==> config.mk <==
export PLATFORM = sky130hd
export DESIGN_NAME = step_cmd_reader
export DESIGN_NICKNAME = d
export VERILOG_FILES = /design/src/rtl/step_cmd_reader_pkg.sv /design/src/rtl/step_cmd_reader_timer.sv /design/src/rtl/step_cmd_reader.sv
export SDC_FILE = /design/constraint.sdc
export NUM_CORES = 1
export LEC_CHECK = 0
export ABC_AREA = 0
export CORE_UTILIZATION = 59
export DETAILED_ROUTE_END_ITERATION = 8
export PLACE_DENSITY = 0.85
export SYNTH_ARGS = -nofsm -noshare
export SYNTH_HDL_FRONTEND = slang
export SYNTH_HIERARCHICAL = 1
export SYNTH_SLANG_ARGS = --single-unit
==> constraint.sdc <==
create_clock -name clk -period 6.3 [get_ports clk]
set_input_delay 1.26 -clock clk [delete_from_list [all_inputs] [get_ports clk]]
set_output_delay 1.26 -clock clk [all_outputs]
set_load 0.01 [all_outputs]
==> src/rtl/step_cmd_reader_pkg.sv <==
// step_cmd_pkg: shared types and command-word field helpers for step_cmd_reader.
// Command word layout: [CMD_W-1] = dir, [CMD_W-2:0] = step period in clk cycles.
package step_cmd_pkg;

  typedef enum logic [2:0] {
    IDLE  = 3'd0,
    FETCH = 3'd1,
    LOAD  = 3'd2,
    SETUP = 3'd3,
    STEP  = 3'd4
  } state_t;

  localparam int unsigned CMD_W    = 16;
  localparam int unsigned DIR_BIT  = CMD_W - 1;
  localparam int unsigned PERIOD_W = CMD_W - 1;

  function automatic logic cmd_dir(input logic [CMD_W-1:0] w);
    return w[DIR_BIT];
  endfunction

  function automatic logic [PERIOD_W-1:0] cmd_period(input logic [CMD_W-1:0] w);
    return w[PERIOD_W-1:0];
  endfunction

  // Short periods (including 0) are raised silently to the minimum.
  function automatic logic [PERIOD_W-1:0] clamp_period(input logic [PERIOD_W-1:0] p,
                                                       input int unsigned         min_p);
    if (32'(p) < min_p) return PERIOD_W'(min_p);
    return p;
  endfunction

endpackage

==> src/rtl/step_cmd_reader_timer.sv <==
// step_pulse_timer: per-step cycle counter. cnt is 0 on the step-rise cycle.
// pulse is the registered STEP output (high for cnt 0..PULSE_W-1).
// pre_pt marks cnt==P-3 so a registered pop lands on cnt==P-2;
// done marks cnt==P-1, the last cycle of the period.
module step_pulse_timer
  import step_cmd_pkg::*;
#(
  parameter int unsigned PULSE_W = 4
) (
  input  logic                clk,
  input  logic                rst,
  input  logic                start,
  input  logic                run,
  input  logic [PERIOD_W-1:0] period,
  output logic                pulse,
  output logic                pre_pt,
  output logic                done
);

  logic [PERIOD_W-1:0] cnt;
  logic [31:0]         cnt_nxt;

  assign cnt_nxt = 32'(cnt) + 32'd1;
  assign pre_pt  = run && ((cnt_nxt + 32'd2) == 32'(period));
  assign done    = run && (cnt_nxt == 32'(period));

  // Count through the period; saturate rather than wrap, restart on each step rise.
  always_ff @(posedge clk or negedge rst) begin
    if (!rst) begin
      cnt   <= '0;
      pulse <= 1'b0;
    end else if (start) begin
      cnt   <= '0;
      pulse <= 1'b1;
    end else if (run) begin
      if (cnt != '1) cnt <= cnt + PERIOD_W'(1);
      pulse <= (cnt_nxt < PULSE_W);
    end else begin
      pulse <= 1'b0;
    end
  end

endmodule

==> src/rtl/step_cmd_reader.sv <==
// step_cmd_reader: read side of the 16-bit command FIFO; turns command words
// into STEP/DIR with fixed pulse width, DIR setup time and exact spacing.
// Optional STEP_POS_EN: adds a signed position counter on the position port.
//
//   state | meaning
//   IDLE  | stopped, waiting for enable && !fifo_empty
//   FETCH | pop strobe high for this one cycle
//   LOAD  | FIFO data valid; latch period, compare direction
//   SETUP | new DIR held stable for DIR_SETUP cycles before the rise
//   STEP  | step period running; prefetch at cnt==P-2, reload at cnt==P-1
//
// DIR_SETUP must be >= 1; MIN_PERIOD must be >= PULSE_W+2.
module step_cmd_reader
  import step_cmd_pkg::*;
#(
  parameter int unsigned DATA_W     = CMD_W,
  parameter int unsigned PULSE_W    = 4,
  parameter int unsigned DIR_SETUP  = 2,
  parameter int unsigned MIN_PERIOD = 8
`ifdef STEP_POS_EN
  , parameter int unsigned POS_W    = 24
`endif
) (
  input  logic              clk,
  input  logic              rst,
  input  logic              enable,
  input  logic [DATA_W-1:0] fifo_data,
  input  logic              fifo_empty,
  input  logic              underrun_clr,
  output logic              fifo_rd_en,
  output logic              step,
  output logic              dir,
  output logic              busy,
  output logic              underrun
`ifdef STEP_POS_EN
  , output logic [POS_W-1:0] position
`endif
);

  localparam logic [7:0] SETUP_LD = 8'(DIR_SETUP - 1);

  state_t              state;
  logic [PERIOD_W-1:0] per_q;
  logic                pf_q;
  logic [7:0]          setup_cnt;

  logic                new_dir;
  logic                same_dir;
  logic [PERIOD_W-1:0] new_per;
  logic                t_start;
  logic                t_run;
  logic                t_pre;
  logic                t_done;

  assign new_dir  = cmd_dir(fifo_data);
  assign same_dir = (new_dir == dir);
  assign new_per  = clamp_period(cmd_period(fifo_data), MIN_PERIOD);
  assign t_run    = (state == STEP);
  assign t_start  = ((state == LOAD)  && same_dir) ||
                    ((state == SETUP) && (setup_cnt == '0)) ||
                    ((state == STEP)  && t_done && pf_q && same_dir);

  step_pulse_timer #(
    .PULSE_W (PULSE_W)
  ) u_timer (
    .clk    (clk),
    .rst    (rst),
    .start  (t_start),
    .run    (t_run),
    .period (per_q),
    .pulse  (step),
    .pre_pt (t_pre),
    .done   (t_done)
  );

  // Sequencing FSM and FIFO handshake; underrun set wins over a same-cycle clear.
  always_ff @(posedge clk or negedge rst) begin
    if (!rst) begin
      state      <= IDLE;
      fifo_rd_en <= 1'b0;
      dir        <= 1'b0;
      busy       <= 1'b0;
      underrun   <= 1'b0;
      per_q      <= '0;
      pf_q       <= 1'b0;
      setup_cnt  <= '0;
    end else begin
      fifo_rd_en <= 1'b0;
      if (underrun_clr) underrun <= 1'b0;
      unique case (state)
        IDLE: begin
          if (enable && !fifo_empty) begin
            state      <= FETCH;
            fifo_rd_en <= 1'b1;
            busy       <= 1'b1;
          end
        end
        FETCH: state <= LOAD;
        LOAD: begin
          per_q <= new_per;
          if (same_dir) begin
            state <= STEP;
          end else begin
            dir       <= new_dir;
            setup_cnt <= SETUP_LD;
            state     <= SETUP;
          end
        end
        SETUP: begin
          if (setup_cnt == '0) state <= STEP;
          else                 setup_cnt <= setup_cnt - 8'd1;
        end
        STEP: begin
          if (t_pre) begin
            if (enable && !fifo_empty) begin
              fifo_rd_en <= 1'b1;
              pf_q       <= 1'b1;
            end else if (enable) begin
              underrun <= 1'b1;
            end
          end
          if (t_done) begin
            pf_q <= 1'b0;
            if (pf_q) begin
              per_q <= new_per;
              if (!same_dir) begin
                dir       <= new_dir;
                setup_cnt <= SETUP_LD;
                state     <= SETUP;
              end
            end else begin
              state <= IDLE;
              busy  <= 1'b0;
            end
          end
        end
        default: begin
          state <= IDLE;
          busy  <= 1'b0;
        end
      endcase
    end
  end

`ifdef STEP_POS_EN
  // Track signed position: one count per step rise in the direction being driven.
  always_ff @(posedge clk or negedge rst) begin
    if (!rst)         position <= '0;
    else if (t_start) position <= dir ? position + POS_W'(1) : position - POS_W'(1);
  end
`endif

endmodule

## After elaboration in Yosys (flattened, before gate mapping)

Index checks and enable logic that the tools add are counted.

- Flip-flop bits (word level): 47
- Bits in latches: 0
- RAM bits: 0
- Memory bits (read-only): 0
- Output and inout port bits: 5
- Memories: 0

- $add $sub $neg: 4
- Multiply operators: 0
- Divide/modulo/power cells: 0
- Order comparisons: 2
- Equal/unequal tests: 15
- Shift operators: 0
- Mux-type cells: 41
- Bitwise logic cells: 1
- Reduce and logical (&&, ||, !) cells: 26

Operator list:

| operator | count |
|---|---|
| $mux W15 | 7 |
| $eq A32 B15 Y1 | 2 |
| $add A32 B2 Y32 const B | 1 |
| $lt A32 B3 Y1 const B | 1 |
| $mux W8 | 4 |
| $pmux W15 S2 | 1 |
| $pmux W8 S3 | 1 |
| $mux W1 | 18 |
| $mux W3 | 6 |
| $add A15 B1 Y16 const B | 1 |
| $add A15 B1 Y15 const B | 1 |
| $lt A15 B4 Y1 const B | 1 |
| $ne A15 B15 Y1 const B | 1 |
| $pmux W3 S5 | 1 |
| $reduce_and A4 Y1 | 3 |
| $ne A2 B2 Y1 const B | 5 |
| $reduce_bool A2 Y1 | 5 |
| $logic_and A1 B1 Y1 | 8 |
| $logic_not A8 Y1 | 1 |
| $sub A8 B1 Y8 const B | 1 |
| $eq A3 B2 Y1 const B | 2 |
| $reduce_and A3 Y1 | 2 |
| $pmux W1 S2 | 2 |
| $eq A3 B1 Y1 const B | 1 |
| other kinds (12) | 13 |

## Depth between registers and ports, before layout

- Word-level depth: 9
- Gate-level depth with buffers: 15
- Depth with buffers taken out: 14

## Cells and area by module

The synthesis kept the hierarchy.

Modules (own cells, without submodules):

| module | instances | cells each | area each (um2) | sequential area each (um2) |
|---|---|---|---|---|
| step_pulse_timer | 1 | 244 | 1,929.4 | 400.4 |
| step_cmd_reader | 1 | 161 | 1,570.3 | 775.7 |

## Worst setup path before layout

Ideal clock, no wire load.

- Kind: reg-to-reg
- Start: register u_timer.cnt[0]
- End: register setup_cnt[3]
- Setup time: 0.080 ns
- Data arrival time: 3.639 ns
- Setup slack: 2.581 ns
- Stages on the path, launching flop included: 14
- Cells stage by stage: dfrtp_1 -> ha_1 -> clkbuf_1 -> nand3_4 -> or4_1 -> clkbuf_1 -> xnor2_1 -> and2_1 -> o211ai_1 -> nor4_1 -> nand4b_4 -> a211o_1 -> and2_4 -> o211ai_2

- Longest elaborated chain between the ends: 5

Ends and longest elaborated chain:

| element | line | RTL |
|---|---|---|
| start, declared | step_cmd_reader_timer.sv:20 | `logic [PERIOD_W-1:0] cnt;` |
| start signal, assigned | step_cmd_reader_timer.sv:36 | `if (cnt != '1) cnt <= cnt + PERIOD_W'(1);` |
| $add A15 B1 Y16 | step_cmd_reader_timer.sv:23 | `assign cnt_nxt = 32'(cnt) + 32'd1;` |
| $eq A32 B15 Y1 | step_cmd_reader_timer.sv:25 | `assign done = run && (cnt_nxt == 32'(period));` |
| $logic_and A1 B1 Y1 | step_cmd_reader_timer.sv:25 |  |
| named net t_done | step_cmd_reader.sv:53 | `logic t_done;` |
| $ne A2 B2 Y1 (no line) | n/a |  |
| $reduce_and A4 Y1 (no line) | n/a |  |
| end signal, assigned | step_cmd_reader.sv:111 | `else setup_cnt <= setup_cnt - 8'd1;` |
| end, declared | step_cmd_reader.sv:45 | `logic [7:0] setup_cnt;` |

The timed path passes the listed nets, and every way through them passes these cells.
A chain may end at the register's enable or synchronous reset.

## Final worst setup path

- Start: register u_timer.cnt[4]
- End: register per_q[3]

- Longest elaborated chain between the ends: 5

Ends and longest elaborated chain:

| element | line | RTL |
|---|---|---|
| $add A15 B1 Y16 | step_cmd_reader_timer.sv:23 |  |
| $eq A32 B15 Y1 | step_cmd_reader_timer.sv:25 |  |
| $logic_and A1 B1 Y1 | step_cmd_reader_timer.sv:25 |  |
| named net t_done | step_cmd_reader.sv:53 |  |
| $ne A2 B2 Y1 (no line) | n/a |  |
| $reduce_and A3 Y1 (no line) | n/a |  |
| end signal, assigned | step_cmd_reader.sv:100 | `per_q <= new_per;` |
| end signal, assigned | step_cmd_reader.sv:125 | `per_q <= new_per;` |
| end, declared | step_cmd_reader.sv:43 | `logic [PERIOD_W-1:0] per_q;` |

The timed path passes the listed nets, and every way through them passes these cells.

==> Flow_metrics.wiki <==
{| class="wikitable"
! Metric !! Value
|-
| Cell variety after synth || 81
|-
| Number of enable flip-flop cells after synthesis || 0
|-
| Count of input and output buffers || 25
|-
| Dpl hpwl || roughly 6 mm
|-
| Cell type of the slowest stage on the worst timing path || nor4_1
|-
| Minimum clock period after layout || 4.61 ns
|-
| Number of filler instances in the final layout || 460
|-
| Clock tree root driver cell || clkbuf_8
|-
| H-tree depth || 2
|-
| TritonRoute pass-1 iters || 5
|-
| Number of buffers on the longest clock path || 2
|-
| Count of maximum capacitance violations || 0
|-
| Die outline height || around 80 um
|-
| Count of clock tree sinks || 47
|-
| Worst Path Max Fanout || 16
|-
| Number of max-slew violations in the final report || 0
|-
| Async set or reset register ratio after synthesis || between 90% and 100%
|-
| Arrival time at the worst endpoint || about 4.8 ns
|-
| Final wirelength || between 8 and 9 mm
|-
| NumNets Final || 444
|-
| Cell Rows || 27
|-
| Drc violations || 0
|-
| I/O pin total || 26
|-
| Part of the Yosys area used for sequential elements || 33.6%
|-
| Area of the mapped netlist || 3500 um^2
|-
| Top cells by area in the synthesized netlist || dfrtp_1 34%, xnor2_1 7.5%, nand2_1 6.8%
|-
| Clock-pin slew on the worst setup and hold paths || 0.08 ns
|-
| Final setup skew || ~0.0038 ns
|-
| Instance count of the mapped netlist || ~410
|-
| Area leader, netlist || dfrtp_1
|-
| Share of post-route cells with drive strength above 1 || approximately 7.4%
|-
| Antenna violations before repair || 0
|-
| P per Cell Area || ~360 nW/um^2
|-
| Number of setup violations in the final report || 0
|-
| Total count of hold-check failures in the final report || 0
|-
| Kind of launch point of the worst setup path || register
|-
| Number of buffers created by CTS || 5
|-
| All-layer global routing usage || between 20% and 30%
|-
| Number of buffers inserted for hold repair after clock tree synthesis || 0
|-
| Core area || ~5600 um^2
|-
| Type of destination of the critical path || register
|-
| Clock latency reported for the late side of the worst-skew pair || 0.30 ns
|-
| Setup Buffers After CTS || 0
|-
| Peak supply drop || 0.000229 V
|-
| Number of register bits inferred by synthesis || 47
|-
| Delay-heaviest family, CP || simple AND/OR/NAND/NOR gates
|-
| Via/cell ratio || 6.25
|-
| Data required time at the worst endpoint || about 6.5 ns
|-
| Setup TNS Final || 0 ns
|-
| Count of routing violations after the opening detailed-route iteration || 232
|-
| Normalized max-slew margin || between 20 and 30%
|-
| Area of all placed cells without fillers || between 3000 and 4000 um^2
|-
| Full die area || about 6200 um^2
|-
| Leakage || approximately 1.6 nW
|-
| Via count of the first global-routing pass || 2,978
|-
| Type of the tightest min-delay check || reg2reg
|-
| Crit path buffers/inverters || 0
|-
| Largest net degree at the start of global routing || 48
|-
| Crit path largest cell delay || slightly above 0.8 ns
|-
| Fmax || about 220 MHz
|-
| Most frequent cell after synthesis || nand2_1
|-
| Routed len/inst || about 16 um
|-
| Worst Hold Slack || 0.523 ns
|-
| Share of the synthesized area in the top cell type || about a third
|-
| Post-Place Cell Area || 3720 um^2
|-
| Die X || ~80 um
|-
| Diode count || 0
|-
| Mapped Nets || roughly 430
|-
| Final global-route overflow total || 0
|-
| Final Wtd Congestion || 0.930
|-
| Cell types with the highest counts after synthesis || 63 x nand2_1, 47 x dfrtp_1, 32 x nor2_1
|-
| Layout-stage area growth over the synthesis result || 9.97%
|-
| Period utilisation layout || between 70% and 80%
|-
| Unrepaired setup endpoints after global routing || no
|-
| Category of the critical setup timing path || reg2reg
|-
| Flip-flop cell with the highest count after synthesis || dfrtp_1
|-
| Post-CTS Resized || 0
|-
| Run status || finished clean
|-
| Wire length of the first global-routing pass || about 14 mm
|-
| Pin slew with the least headroom to its limit || about 1.1 ns
|-
| Count of vias placed by the detailed router || roughly 3,100
|-
| DRT antenna net count || 0
|-
| Average cell area after synthesis || slightly below 9 um^2
|-
| Clock tree from TritonCTS || built
|-
| Ys Warns || 6
|-
| Most common cell on crit path || a21oi_1
|-
| Chain of cells forming the critical path || nand3_1 > or4_1 > xnor2_1 > and2_1 > o211ai_1 > nor4_1 > nand4b_4 > a21oi_1 > nor2_1 > a21oi_1
|-
| Initial cell density of the core || 62.4%
|}
placed cells by master, fill, tap and decap left out, types with 5 or more instances in the layout:
cell type	count
inv_1	12
a31oi_1	7
o21ai_0	13
nand2b_1	8
ha_1	5
clkbuf_8	5
dfrtp_1	47
xor2_1	14
nor4_1	14
xnor2_1	30
a21oi_1	14
clkdlybuf4s50_1	24
nand4_1	6
mux2i_1	5
nand2_1	63
nor4b_1	5
nor2_1	32
nand3_1	18
nor3_1	9
cell families (layout without fill, tap and decap cells):
logic type               Yosys count  after routing  share of synthesized area (%)
multiplexers                       5              5                           1.43
AO/OA/AOI/OAI                     76             76                           15.4
AND/OR/NAND/NOR                  195            195                           30.9
XOR/XNOR                          46             46                           12.1
buffers and inverters             31             45                           4.68
flip-flops                        47             47                           33.6
adder cells (fa/ha/maj)            5              5                           1.79
state kept, by name, indices dropped and copies added, names as in the netlist:
register and cells:
u_timer/cnt 15, per_q 15, u_timer/pulse 1, underrun 1
pf_q 1, setup_cnt 8, state 3, dir 1
busy 1, fifo_rd_en 1
stage by stage:
stage,util [%],std cells,power [mW],setup WS (ns)
6_report,68.6,491,1.38,1.69
5_1_grt,68.6,491,1.49,1.33
4_1_cts,68.6,491,1.39,1.78
3_5_place_dp,66.3,483,1.12,1.82
3_3_place_gp,66.3,483,1.10,1.95
2_1_floorplan,-,405,0.970,2.58
path summary, 6_finish.rpt:
check	cells after the start	end	slack [ns]	startpoint
setup / recovery	10	per_q[3]	1.69	u_timer/cnt[4]
hold reg to reg	2	per_q[13]	0.52	per_q[13]
setup reg to reg	10	per_q[3]	1.69	u_timer/cnt[4]
max in group asynchronous	1	per_q[8]	4.50	rst
min in group asynchronous	1	u_timer/cnt[1]	1.13	rst
hold / removal	2	per_q[13]	0.52	per_q[13]
worst min-delay path, stage by stage (launching register included):
cell     delay, ns
dfrtp_1       0.38
nand2_1       0.06
nand2_1       0.06
power by group:
group	total, mW	switching (mW)	internal (mW)
combinational	0.598	0.329	0.268
sequential	0.527	0.128	0.399
clock	0.260	0.101	0.159
total	1.38	0.559	0.825
layer usage:
metal / track usage, % / vias up / routed length (um)
met3: 5.29 / 21 / 395
met2: 47.3 / 107 / 4010
li1: - / 1487 / -
met5: 0 / - / 0
met1: 35.5 / 1455 / 3490
met4: 9.45 / 0 / 151
area by class of cell:
class	count	area, um^2	share of cell area [%]
multi-input combinational	327	2160	56.1
tap	72	90.1	2.34
inverter	12	45.0	1.17
clock inverter	2	60.1	1.56
timing repair buffer	25	245	6.37
sequential	47	1180	30.6
clock buffer	6	72.6	1.89
Note: power is estimated with default switching activity, not from simulation.
